File: config.mk
export PLATFORM = sky130hd
export DESIGN_NAME = seg7_disp_n
export DESIGN_NICKNAME = d
export VERILOG_FILES = /design/src/rtl/seg7_disp_n.sv
export SDC_FILE = /design/constraint.sdc
export NUM_CORES = 1
export LEC_CHECK = 0
export CORE_MARGIN = 2
export CORE_UTILIZATION = 45
export DETAILED_ROUTE_END_ITERATION = 8
export GPL_TIMING_DRIVEN = 1
export PLACE_DENSITY = 0.69
export SLEW_MARGIN = 20
export SYNTH_ARGS = -nofsm -noshare
export SYNTH_HDL_FRONTEND = slang
export SYNTH_SLANG_ARGS = --single-unit
File: constraint.sdc
create_clock -name iCLK -period 2.56 [get_ports iCLK]
set_input_delay 0.512 -clock iCLK [delete_from_list [all_inputs] [get_ports iCLK]]
set_output_delay 0.512 -clock iCLK [all_outputs]
set_load 0.02 [all_outputs]
File: src/rtl/seg7_disp_n.sv
// Hex seven-segment driver: static per-digit outputs plus a one-hot multiplexed scan port, with leading-zero blanking and blink.
// Latency: load->oLOAD_ACK 1 edge, ->oSEG/oDP 2 edges; no backpressure, every iLOAD is accepted.
module seg7_disp_n #(
  parameter int NUM_DIGITS     = 8,
  parameter int SCAN_DIV       = 1024,
  parameter int BLINK_DIV      = 12500000,
  parameter bit ACTIVE_LOW_SEG = 1'b1
) (
  input  logic                    iCLK,
  input  logic                    iRST_N,
  input  logic [4*NUM_DIGITS-1:0] iDIG,
  input  logic                    iLOAD,
  input  logic                    iBLANK_LZ,
  input  logic [NUM_DIGITS-1:0]   iBLINK_MASK,
  input  logic [NUM_DIGITS-1:0]   iDP,
  output logic [7*NUM_DIGITS-1:0] oSEG,
  output logic [NUM_DIGITS-1:0]   oDP,
  output logic [6:0]              oSCAN_SEG,
  output logic [NUM_DIGITS-1:0]   oSCAN_AN,
  output logic                    oLOAD_ACK
);

  localparam int SW = (SCAN_DIV > 1) ? $clog2(SCAN_DIV) : 1;
  localparam int BW = (BLINK_DIV > 1) ? $clog2(BLINK_DIV) : 1;
  localparam int IW = (NUM_DIGITS > 1) ? $clog2(NUM_DIGITS) : 1;
  localparam logic [6:0] SEG_OFF = ACTIVE_LOW_SEG ? 7'h7F : 7'h00;

  logic [4*NUM_DIGITS-1:0] r_dig;
  logic                    r_load_ack;
  logic [SW-1:0]           r_scan_cnt;
  logic [BW-1:0]           r_blink_cnt;
  logic                    r_phase;
  logic [IW-1:0]           r_idx;
  logic [7*NUM_DIGITS-1:0] r_seg;
  logic [NUM_DIGITS-1:0]   r_dp;
  logic [6:0]              r_scan_seg;
  logic [NUM_DIGITS-1:0]   r_scan_an;

  logic [7*NUM_DIGITS-1:0] w_seg_nxt;
  logic [NUM_DIGITS-1:0]   w_dp_nxt;
  logic                    w_run;
  logic [3:0]              w_nib;
  logic [6:0]              w_lit;
  logic                    w_off;
  logic                    w_dp_lit;
  logic                    w_scan_wrap;
  logic                    w_blink_wrap;
  logic [IW-1:0]           w_idx_nxt;

  function automatic logic [6:0] f_hex7(input logic [3:0] v);
    logic [6:0] s;
    case (v)
      4'h0: s = 7'h3F; 4'h1: s = 7'h06; 4'h2: s = 7'h5B; 4'h3: s = 7'h4F;
      4'h4: s = 7'h66; 4'h5: s = 7'h6D; 4'h6: s = 7'h7D; 4'h7: s = 7'h07;
      4'h8: s = 7'h7F; 4'h9: s = 7'h6F; 4'hA: s = 7'h77; 4'hB: s = 7'h7C;
      4'hC: s = 7'h39; 4'hD: s = 7'h5E; 4'hE: s = 7'h79; default: s = 7'h71;
    endcase
    return s;
  endfunction

  // The blanking run walks from the top digit down and dies at the first non-zero or DP digit.
  always_comb begin
    w_seg_nxt = '0;
    w_dp_nxt  = '0;
    w_run     = iBLANK_LZ;
    w_nib     = '0;
    w_lit     = '0;
    w_off     = 1'b0;
    w_dp_lit  = 1'b0;
    for (int i = NUM_DIGITS - 1; i >= 0; i--) begin
      w_nib    = r_dig[4*i +: 4];
      w_run    = (i != 0) && w_run && (w_nib == 4'h0) && !iDP[i];
      w_off    = w_run || (r_phase && iBLINK_MASK[i]);
      w_lit    = w_off ? 7'h00 : f_hex7(w_nib);
      w_dp_lit = iDP[i] && !(r_phase && iBLINK_MASK[i]);
      w_seg_nxt[7*i +: 7] = ACTIVE_LOW_SEG ? ~w_lit : w_lit;
      w_dp_nxt[i]         = ACTIVE_LOW_SEG ? ~w_dp_lit : w_dp_lit;
    end
  end

  assign w_scan_wrap  = (r_scan_cnt == SW'(SCAN_DIV - 1));
  assign w_blink_wrap = (r_blink_cnt == BW'(BLINK_DIV - 1));

  always_comb begin
    w_idx_nxt = r_idx;
    if (w_scan_wrap && (NUM_DIGITS > 1)) begin
      w_idx_nxt = (r_idx == IW'(NUM_DIGITS - 1)) ? '0 : r_idx + IW'(1);
    end
  end

  always_ff @(posedge iCLK or negedge iRST_N) begin
    if (!iRST_N) begin
      r_dig       <= '0;
      r_load_ack  <= 1'b0;
      r_scan_cnt  <= '0;
      r_blink_cnt <= '0;
      r_phase     <= 1'b0;
      r_idx       <= '0;
      r_seg       <= {NUM_DIGITS{SEG_OFF}};
      r_dp        <= ACTIVE_LOW_SEG ? '1 : '0;
      r_scan_seg  <= SEG_OFF;
      r_scan_an   <= NUM_DIGITS'(1);
    end else begin
      if (iLOAD) r_dig <= iDIG;
      r_load_ack  <= iLOAD;
      r_scan_cnt  <= w_scan_wrap ? '0 : r_scan_cnt + SW'(1);
      r_blink_cnt <= w_blink_wrap ? '0 : r_blink_cnt + BW'(1);
      if (w_blink_wrap) r_phase <= ~r_phase;
      r_idx       <= w_idx_nxt;
      r_seg       <= w_seg_nxt;
      r_dp        <= w_dp_nxt;
      // Scan port tracks the same pattern oSEG takes at this edge, so the two never disagree.
      r_scan_seg  <= w_seg_nxt[7*w_idx_nxt +: 7];
      r_scan_an   <= NUM_DIGITS'(1) << w_idx_nxt;
    end
  end

  assign oSEG      = r_seg;
  assign oDP       = r_dp;
  assign oSCAN_SEG = r_scan_seg;
  assign oSCAN_AN  = r_scan_an;
  assign oLOAD_ACK = r_load_ack;

endmodule

## Word level (Yosys, flattened, before mapping)

Memory sizes are Yosys's and may differ from the RTL's.
Cells that the tools add are included.

| storage, ports and cells | value |
|---|---|
| logic and storage cells | 115 |
| memories | 8 |
| bits in read-only memories | 896 |
| flip-flop bits (word level) | 150 |

| cells by class | value |
|---|---|
| $add $sub $neg | 3 |
| reductions and logical operators | 59 |
| multiply operators | 1 |
| bitwise gates (word level) | 17 |
| equality and inequality tests | 3 |
| shift operators | 2 |
| muxes and demuxes | 12 |

Memory list:

| name | words | bits a word | read ports | clocked after memory_dff | write ports | RTL line | text |
|---|---|---|---|---|---|---|---|
| (no name shown) | 16 | 7 | 1 | 0 | 0 | 52 | `case (v)` |
| (no name shown) | 16 | 7 | 1 | 0 | 0 | 52 |  |
| (no name shown) | 16 | 7 | 1 | 0 | 0 | 52 |  |
| (no name shown) | 16 | 7 | 1 | 0 | 0 | 52 |  |
| (no name shown) | 16 | 7 | 1 | 0 | 0 | 52 |  |
| (no name shown) | 16 | 7 | 1 | 0 | 0 | 52 |  |
| +2 memories | -- | -- | -- | -- | -- | -- |  |

Operator list:

| operator | number |
|---|---|
| $mux 7 | 8 |
| $not 7->7 | 8 |
| $shiftx 56x7->7 | 1 |
| $logic_and 1x1->1 | 30 |
| $logic_not 4->1 | 7 |
| $add 24x1->24 const B | 1 |
| $eq 24x24->1 const B | 1 |
| $mux 24 | 1 |
| $logic_not 1->1 | 15 |
| $add 10x1->10 const B | 1 |
| $eq 10x10->1 const B | 1 |
| $mux 10 | 1 |
| $not 1->1 | 9 |
| $shl 1x3->8 const A | 1 |
| $logic_or 1x1->1 | 7 |
| $mul 3x3->6 const A | 1 |
| $mux 3 | 2 |
| $add 3x1->3 const B | 1 |
| $eq 3x3->1 const B | 1 |

## Longest topological paths before layout

Gate-level depths: netlist of run 1.

| logic depth | value |
|---|---|
| depth in word-level cells | 19 |
| gate-level depth with buffers | 9 |

## Least setup slack after synthesis of run 1

OpenSTA, ideal clock, no wires.

| timing path | value |
|---|---|
| path kind | register -> register |
| start | reg r_dig[25] |
| end | reg r_scan_seg[4] (netlist: oSCAN_SEG[4]) |
| arrival | 2.148 ns |
| stages on the path, launching flop included | 9 |
| data required time | 2.479 ns |
| setup slack | 0.331 ns |
| clock period less this slack | 2.229 ns |
| buffers on the path | 0 |
| cells stage by stage | dfrtp_1 inv_1 ha_1 or4b_4 nor4_4 a32oi_2 o311ai_1 a21boi_1 o211ai_1 |

| on the way | value |
|---|---|
| elaborated cells on any way between the ends | 33 |
| classes of those cells | shift: 1; mux: 6; bitwise: 6; reduce/logical: 19; memory: 1 |

RTL lines:

| item | RTL line | text |
|---|---|---|
| start: declaration | 28 | `logic [4*NUM_DIGITS-1:0] r_dig;` |
| start signal: assignment | 104 | `if (iLOAD) r_dig <= iDIG;` |
| $logic_not 4->1 | 72 | `w_run = (i != 0) && w_run && (w_nib == 4'h0) && !iDP[i];` |
| $logic_and 1x1->1 (8 in series) | 72 |  |
| $logic_or 1x1->1 | 73 | `w_off = w_run \|\| (r_phase && iBLINK_MASK[i]);` |
| $mux 7 | 74 | `w_lit = w_off ? 7'h00 : f_hex7(w_nib);` |
| $not 7->7 | 76 | `w_seg_nxt[7*i +: 7] = ACTIVE_LOW_SEG ? ~w_lit : w_lit;` |
| net w_seg_nxt[25] | 39 | `logic [7*NUM_DIGITS-1:0] w_seg_nxt;` |
| $shiftx 56x7->7 | 113 | `r_scan_seg <= w_seg_nxt[7*w_idx_nxt +: 7];` |
| end signal: assignment | 113 |  |
| end: declaration | 36 | `logic [6:0] r_scan_seg;` |

The timed path passes the listed nets, and every way through them passes these cells.
A chain may end at the register's enable or synchronous reset.

## Worst setup path in the final report of run 1

| timing path | value |
|---|---|
| start | reg r_dig[24] |
| end | reg r_scan_seg[4] (netlist: oSCAN_SEG[4]) |

| on the way | value |
|---|---|
| elaborated cells on any way between the ends | 33 |
| classes of those cells | shift: 1; mux: 6; bitwise: 6; reduce/logical: 19; memory: 1 |

RTL lines:

| item | RTL line |
|---|---|
| $logic_not 4->1 | 72 |
| $logic_and 1x1->1 (4 in series) | 72 |
| $logic_or 1x1->1 | 73 |
| $mux 7 | 74 |
| $not 7->7 | 76 |
| net w_seg_nxt[39] | 39 |
| $shiftx 56x7->7 | 113 |

The timed path passes the listed nets, and every way through them passes these cells.

==> impl_results.md, run 1 <==
* RSZ-0062 raised after global routing: no
* H-tree levels at 4
* F_max at 413 MHz
* Largest net degree at the start of global routing at 58
* Synthesis warning total at 0
* Most common cell after layout, fill and taps aside: clkdlybuf4s50_1
* DRT antenna net count at 0
* FILL cells at 1443
* Ant diodes at 0
* Initial DRC count at 395
* Top cell type's share of synthesized area at 25.1%
* Worst Path Arrival at 2.76 ns
* # IOs at 132
* WP data required at 2.90 ns
* Synth async-reset ratio at 100%
* Most frequent cells in the layout: clkdlybuf4s50_1 (129), nand2_1 (124), dfrtp_1 (78), dfstp_2 (72), buf_4 (58)
* Avg Cell Area, Syn at 9.98 um2
* Fin Clk Skew at 0.0113 ns
* Gr usage total at 23.8%
* CTS Buffer Depth at 2
* Rows at 48
* Initial core utilization at 45.4%
* Vias in the first global route at 6192
* Cell Pwr Density at 653 nW/um2
* Crit end category: flop
* CP Launch Type: flop
* Placement Setup Slack at -0.276 ns
* Part of the cycle the worst path needs at 94.5%
* Initial antenna violation count at 0
* Final WL at 21.0 mm
* Biggest area contributors in the synthesized netlist: dfrtp_1 (25%), dfstp_2 (24%), ha_1 (7.1%)
* Netlist cell types at 67
* Hold Crit Class: in -> async
* Share of cells above drive strength 1 at 21.4%
* Sink Count at 150
* GRT overflow at 0
* Vias per cell at 5.36
* Final hold vios at 0
* Sw frac at 28.8%
* CORE AREA at 17100 um2
* Sequential power share at 41.9%
* Slew margin rel. at 40.3%
* Post-synth top area cell: dfrtp_1
* Gate Count Post-Synth at 779
* Final #Nets at 1052
* Drt pass-1 iters at 7
* Slew Viols, Final at 0
* Max FO, Critical Path at 5
* Worst Max-Slew Pin Slew at 0.884 ns
* Clk pin slew, worst setup/hold paths at 0.06 ns
* PnR worst setup slack at 0.140 ns
* GPL Wtd Cong at 0.899
* Die height at 135 um
* Final Non-Filler Cells at 1194
* Average wire per standard cell at 17.6 um
* Net count after synthesis at 875
* Max-cap viol count at 0
* Post-synth EDFFs at 0
* CTS tree: yes
* Status: finished, final reports clean
* Post-DP HPWL at 15.6 mm
* Synthesis-stage register bit count at 150
* DRC at 0
* Clock power frac at 35.3%
* Mapped Area at 7770 um2
* Vias post-DR at 6394
* Int Pwr at 0.00482 W
* Register area share after synthesis at 49.5%
* Die footprint at 18300 um2
* Root Driver: clkbuf_16
* Comb power frac at 22.8%
* Dominant synthesized flop cell: dfrtp_1
* Cells after DPL at 1162
* Area grow syn2layout at 33.1%
* Crit Path Category: reg -> reg
* Total design power at 0.00676 W
* Num CTS Buffers at 17
* Buffers on Ports at 131
* First-pass GRT wire length at 33.5 mm
* Final min period at 2.42 ns
* Worst skew pair latency at 0.43 ns
* Lkg Pwr at 4.48 nW
* NetSw at 0.00194 W
* Final Setup Violations at 0
* Die span in x at 135 um
* Max VDD drop at 465 uV
* Post-CTS Setup Bufs at 0
## cell families after synthesis
kind of cell / Yosys count / synth area share [%]
adder cells (fa/ha/maj): 44 / 7.08
AO/OA/AOI/OAI: 167 / 14.9
AND/OR/NAND/NOR: 298 / 18.6
buffers and inverters: 67 / 3.32
flip-flops: 150 / 49.5
multiplexers: 23 / 3.27
XOR/XNOR: 30 / 3.38
## worst max-delay path, stage by stage (launching register included)
cell,delay [ns]
dfrtp_1,0.38
inv_1,0.13
ha_2,0.23
or4b_4,0.49
nor4_4,0.24
buf_6,0.18
a21oi_1,0.06
o311ai_0,0.21
a221oi_1,0.20
o211ai_1,0.21
## final timing paths
path	startpoint	end	slack, ns	cells past startpoint
worst max-delay path	r_dig[24]	oSCAN_SEG[4]	0.14	9
worst min-delay path	iRST_N	oLOAD_ACK	0.03	1
worst max register to register	r_dig[24]	oSCAN_SEG[4]	0.14	9
worst min register to register	r_scan_cnt[0]	r_scan_cnt[0]	0.48	1
max in group asynchronous	iRST_N	oSEG[55]	1.82	2
min in group iCLK	r_scan_cnt[0]	r_scan_cnt[0]	0.48	1
## cell type report
| type | count | area [um2] | share of cell area [%] |
|---|---|---|---|
| tap | 225 | 282 | 2.72 |
| sequential | 150 | 3840 | 37.2 |
| timing repair buffer | 192 | 1790 | 17.3 |
| clock buffer | 21 | 462 | 4.46 |
| clock inverter | 11 | 101 | 0.980 |
| inverter | 33 | 124 | 1.20 |
| multi-input combinational | 562 | 3740 | 36.1 |
## power groups by stage
stage          logic, W  registers (W)  clock network (W)
6_report        0.00154        0.00283            0.00239
5_1_grt         0.00166        0.00285            0.00253
4_1_cts         0.00154        0.00283            0.00244
3_5_place_dp    0.00152        0.00286                  0
3_3_place_gp    0.00152        0.00287                  0
2_1_floorplan  0.000548        0.00306                  0
## repair_timing
item / CTS / global route
endpoints found under the hold margin: 0 / 0
pin swaps: 0 / 2
hold buffers: 0 / 0
setup endpoints to repair: 3 / 7
resized for setup: 1 / 13
## cell usage after synthesis, types with 17 or more instances
| cell | instances |
|---|---|
| dfrtp_1 | 78 |
| dfstp_2 | 72 |
| nand3_1 | 31 |
| nor2b_1 | 19 |
| ha_1 | 44 |
| inv_1 | 28 |
| o211ai_1 | 28 |
| xor2_1 | 17 |
| clkbuf_1 | 29 |
| a21oi_1 | 20 |
| o21ai_0 | 50 |
| nand2_1 | 124 |
| nor2_1 | 54 |
## registers in the layout (all words and copies together) (netlist names)
signal,flops
oSCAN_SEG,7
r_phase,1
r_scan_cnt,10
r_dig,32
oSEG,56
oDP,8
oSCAN_AN,8
oLOAD_ACK,1
r_blink_cnt,24
r_idx,3
## routing by layer
| layer | vias to the layer above | track usage, % | wire (um) |
|---|---|---|---|
| met1 | 3066 | 32.7 | 9680 |
| met4 | 0 | 8.16 | 501 |
| met3 | 32 | 5.24 | 978 |
| li1 | 3106 | - | - |
| met5 | - | 0 | 0 |
| met2 | 190 | 37.4 | 9790 |
## through the flow
stage | util, % | setup TNS [ns] | area (um2) | hold WS [ns]
2_1_floorplan | - | 0 | 7770 | 0.216
3_3_place_gp | 56.7 | -2.05 | 9710 | 0.467
3_5_place_dp | 56.7 | -3.33 | 9710 | 0.475
4_1_cts | 60.1 | 0 | 10300 | 0.0283
5_1_grt | 60.4 | 0 | 10300 | 0.0505
6_report | 60.4 | 0 | 10300 | 0.0272
(Power assumes the default switching activity.)
==> run 2: changes to the inputs <==
ABC_CLOCK_PERIOD_IN_PS = 2560   (was unset)
CORE_UTILIZATION = 54   (was 45)
CTS_CLUSTER_DIAMETER = 120   (was unset)
PLACE_DENSITY = 0.81   (was 0.69)
==> impl_results.md, run 2 (same netlist as run 1, synthesis figures left out) <==
* Status: finished, final reports clean
* CTS Buffer Depth at 2
* H-tree levels at 4
* Met2 WL at 10.3 mm
* Worst skew pair latency at 0.43 ns
* Initial antenna violation count at 0
* Worst Setup SP: r_dig[8]
* RSZ-0062 raised after global routing: yes
* Area grow syn2layout at 32.1%
* CP Launch Type: flop
* Root Driver: clkbuf_16
* Post-DP HPWL at 15.5 mm
* Max-cap viol count at 0
* Clk pin slew, worst setup/hold paths at 0.06 ns
* CTS tree: yes
* Max FO, Critical Path at 7
* Largest net degree at the start of global routing at 72
* Final #Nets at 1055
* Gr usage total at 28.7%
* Wl on met1 at 8.73 mm
* Cell Pwr Density at 665 nW/um2
* GPL Wtd Cong at 0.913
* Int Pwr at 0.00488 W
* Number of flip-flops under the largest register name at 56
* Most common cell after layout, fill and taps aside: clkdlybuf4s50_1
* F_max at 404 MHz
* GRT overflow at 0
* Average wire per standard cell at 18.4 um
* Max VDD drop at 486 uV
* NetSw at 0.00195 W
* Initial DRC count at 473
* Drt pass-1 iters at 5
* Hold slack at 0.0885 ns
* Total design power at 0.00683 W
* Cells after DPL at 1120
* CP Cell Sequence: inv_1 > ha_1 > nor4b_1 > buf_4 > and4_1 > a21boi_1 > nand2_1 > a222oi_1 > nand4_1
* Final Setup Violations at 0
* Post-CTS Setup Bufs at 0
* Slew margin rel. at 35.9%
* # IOs at 132
* Die footprint at 15400 um2
* Worst Max-Slew Pin Slew at 0.950 ns
* Final hold vios at 0
* Vias per cell at 5.80
* Crit end category: flop
* Crit path largest cell delay at 0.43 ns
* Slew Viols, Final at 0
* Final min period at 2.48 ns
* Buffers on Ports at 131
* WP data required at 2.90 ns
* Hold Crit Class: in -> async
* Crit Path Category: reg -> reg
* Rows at 43
* Comb power frac at 22.8%
* Critical Path Sink: oSCAN_SEG[5]
* Part of the cycle the worst path needs at 96.7%
* DRC at 0
* Fin Clk Skew at 0.00621 ns
* RR Startpoint: r_dig[8]
* Final Non-Filler Cells at 1152
* Num CTS Buffers at 17
* Sequential power share at 41.4%
* Final core utilization at 73.4%
* Final WL at 21.1 mm
* Share of cells above drive strength 1 at 21.2%
* Sink Count at 150
* Placement Setup Slack at -0.0969 ns
* Die height at 124 um
* Clock power frac at 35.7%
* Sw frac at 28.5%
* Worst r2r path cells at 9
* Ant diodes at 0
* First-pass GRT wire length at 33.2 mm
* Die span in x at 124 um
* DRT antenna net count at 0
* Flop-to-flop setup slack at 0.08 ns
* Vias in the first global route at 6440
* Vias post-DR at 6684
* Most frequent cells in the layout: clkdlybuf4s50_1 (129), nand2_1 (124), dfrtp_1 (78), dfstp_2 (72), buf_4 (62)
* Worst Path Arrival at 2.82 ns
* DR top layer: met4
* Initial core utilization at 55.6%
* Worst path slowest cell: dfrtp_1
* R2r endpoint: oSCAN_SEG[5]
* CORE AREA at 14000 um2
* PnR worst setup slack at 0.0843 ns
* Met3 WL at 1.52 mm
* Lkg Pwr at 4.49 nW
run 2: cell type report:
type	instances	area [um2]
clock buffer	20	447
clock inverter	12	129
fill	1011	3720
inverter	33	124
multi-input combinational	562	3690
sequential	150	3840
tap	180	225
timing repair buffer	195	1810
run 2: critical path, delay by kind of cell, from the launching register on:
kind / cells / cell delay, ns
flops: 1 / 0.43
buf+inv: 2 / 0.28
fa+ha+maj: 1 / 0.24
simple gates: 4 / 0.67
compound gates: 2 / 0.77
run 2: how the worst min path moves through the flow:
stage,startpoint,end,slack (ns),cells past startpoint
finish,iRST_N,r_dig[7],0.09,1
global route,iRST_N,r_dig[7],0.14,1
CTS,iRST_N,r_dig[10],0.10,1
detailed placement,r_blink_cnt[0],r_blink_cnt[0],0.48,1
global placement,r_scan_cnt[0],r_scan_cnt[0],0.46,1
floorplan,iRST_N,oLOAD_ACK,0.22,0
run 2: power by group through the flow:
stage,clock network (W),registers (W),logic (W)
after global routing,0.00258,0.00285,0.00167
after floorplan,0,0.00306,0.000548
after global placement,0,0.00286,0.00152
after CTS,0.00247,0.00283,0.00155
after detailed placement,0,0.00286,0.00153
final,0.00244,0.00283,0.00156
run 2: stage by stage:
step	area, um2	setup TNS (ns)
finish	10300	0
global placement	9680	-0.0356
floorplan	7770	0
global route	10300	-0.124
detailed placement	9680	-0.339
CTS	10300	0
run 2: repair_timing:
item	in CTS	in global routing
resized for setup	0	4
endpoints found under the setup margin	0	6
hold buffers	0	0
run 2: routing by layer:
layer	vias to the layer above	global-route usage, %
met1	3257	37.4
met3	53	6.64
met5	-	0
met4	0	12.0
li1	3105	-
met2	269	46.3
==> run 3: changes to the inputs <==
PLACE_DENSITY = unset   (was 0.81)
PLACE_DENSITY_LB_ADDON = 0.1   (was unset)
==> impl_results.md, run 3 (same netlist as run 1, synthesis figures left out) <==
* Status: finished, final reports clean
* Average wire per standard cell at 18.9 um
* GRT overflow at 0
* Die span in x at 124 um
* DRT antenna net count at 0
* FILL cells at 1011
* CP Launch Type: flop
* Vias post-DR at 6659
* Sink Count at 150
* GPL Wtd Cong at 0.895
* Met3 usage at 7.69%
* Fin Clk Skew at 0.00703 ns
* Root Driver: clkbuf_16
* # IOs at 132
* CP Cell Sequence: inv_2 > ha_2 > or4b_4 > nor4_4 > buf_6 > a21oi_1 > buf_4 > o211ai_1 > a211oi_2 > o221ai_1
* Int Pwr at 0.00503 W
* Worst path slowest cell: or4b_4
* Buffers on Ports at 131
* Drt pass-1 iters at 5
* NetSw at 0.00194 W
* Die footprint at 15400 um2
* Final Setup Violations at 0
* Die height at 124 um
* Comb power frac at 22.3%
* Worst Path Arrival at 2.78 ns
* Part of the cycle the worst path needs at 94.9%
* Final WL at 21.8 mm
* CTS tree: yes
* Initial antenna violation count at 0
* R2r endpoint: oSCAN_SEG[2]
* Initial core utilization at 55.6%
* Crit end category: flop
* Cells after DPL at 1121
* Worst Max-Slew Pin Slew at 1.12 ns
* Vias in the first global route at 6520
* WP data required at 2.91 ns
* Hold Crit Class: in -> async
* Worst r2r path cells at 10
* Max-cap viol count at 0
* Final min period at 2.43 ns
* Most common cell after layout, fill and taps aside: clkdlybuf4s50_1
* Crit Path Category: reg -> reg
* Met1 Usage GRT at 39.3%
* Max FO, Critical Path at 5
* Initial DRC count at 593
* Post-DP HPWL at 15.9 mm
* Final Non-Filler Cells at 1155
* Vias per cell at 5.77
* Met2 Track Usage GR at 47.4%
* Most frequent cells in the layout: clkdlybuf4s50_1 (129), nand2_1 (124), dfrtp_1 (77), dfstp_2 (72), buf_4 (64)
* CTS Buffer Depth at 2
* Clk pin slew, worst setup/hold paths at 0.06 ns
* Final core utilization at 74.0%
* Rows at 43
* Crit path largest cell delay at 0.49 ns
* RR Startpoint: r_dig[24]
* H-tree levels at 4
* Worst skew pair latency at 0.43 ns
* Sw frac at 27.8%
* Largest net degree at the start of global routing at 70
* Grt peak-use layer: met2
* Slew Viols, Final at 0
* Clock power frac at 37.1%
* DRC at 0
* First-pass GRT wire length at 34.2 mm
* Number of flip-flops under the largest register name at 56
* Cts hold-fix bufs at 0
* Lkg Pwr at 4.52 nW
* Area grow syn2layout at 33.2%
* Gr usage total at 29.7%
* Total design power at 0.00698 W
* Cell Pwr Density at 674 nW/um2
* Num CTS Buffers at 17
* CORE AREA at 14000 um2
* Slew margin rel. at 24.5%
* RSZ-0062 raised after global routing: yes
* Share of cells above drive strength 1 at 21.9%
* Max VDD drop at 544 uV
* F_max at 412 MHz
* Sequential power share at 40.6%
* Flop-to-flop setup slack at 0.13 ns
* Final hold vios at 0
* Ant diodes at 0
* Final #Nets at 1058
[run 3: metal layers]
| layer | vias up | share of wire, % |
|---|---|---|
| li1 | 3113 | - |
| met1 | 3225 | 43 |
| met2 | 278 | 48 |
| met3 | 43 | 6.4 |
| met4 | 0 | 2.7 |
| met5 | - | 0 |
[run 3: stage by stage]
stage / cell area [um2] / hold WS, ns / setup TNS (ns) / setup slack, ns
3_3_place_gp: 9680 / 0.462 / -0.810 / -0.158
5_1_grt: 10400 / 0.0322 / -0.00325 / -0.00325
4_1_cts: 10300 / 0.0185 / 0 / 0.0269
6_report: 10400 / 0.00633 / 0 / 0.130
3_5_place_dp: 9680 / 0.474 / -2.54 / -0.291
2_1_floorplan: 7770 / 0.216 / 0 / 0.331
[run 3: how the worst max path moves through the flow]
stage / to / cells past startpoint / slack (ns) / start
floorplan: oSCAN_SEG[4] / 8 / 0.33 / r_dig[25]
global placement: oSCAN_SEG[4] / 7 / -0.16 / iDP[4]
detailed placement: oSCAN_SEG[1] / 7 / -0.29 / iDP[4]
CTS: oSCAN_SEG[1] / 9 / 0.03 / r_dig[25]
global route: oSCAN_SEG[4] / 9 / -0.003 / r_dig[24]
finish: oSCAN_SEG[2] / 10 / 0.13 / r_dig[24]
[run 3: area by class of cell]
class | count | area (um2) | share of cell area, %
Clock inverter | 8 | 123 | 1.18
Inverter | 33 | 124 | 1.20
Timing Repair Buffer | 198 | 1840 | 17.8
Tap cell | 180 | 225 | 2.18
Clock buffer | 24 | 482 | 4.65
Sequential cell | 150 | 3840 | 37.1
Multi-Input combinational cell | 562 | 3720 | 35.9
[run 3: critical path: cells and delay by family, from the launching register on]
family / cells / cell delay (ns)
buf+inv: 3 / 0.46
compound gates: 4 / 0.54
simple gates: 2 / 0.72
fa+ha+maj: 1 / 0.19
flops: 1 / 0.44
[run 3: timing repair]
item,CTS,global route
pin swaps,0,1
gates resized for setup,1,13
endpoints found under the setup margin,1,7
hold endpoints to repair,0,0
setup buffers,0,2
[run 3: power groups by stage]
stage | Sequential, W | Combinational, W | Clock, W
2_1_floorplan | 0.00306 | 0.000548 | 0
3_3_place_gp | 0.00286 | 0.00151 | 0
3_5_place_dp | 0.00286 | 0.00153 | 0
4_1_cts | 0.00283 | 0.00155 | 0.00261
5_1_grt | 0.00286 | 0.00167 | 0.00272
6_report | 0.00283 | 0.00156 | 0.00258
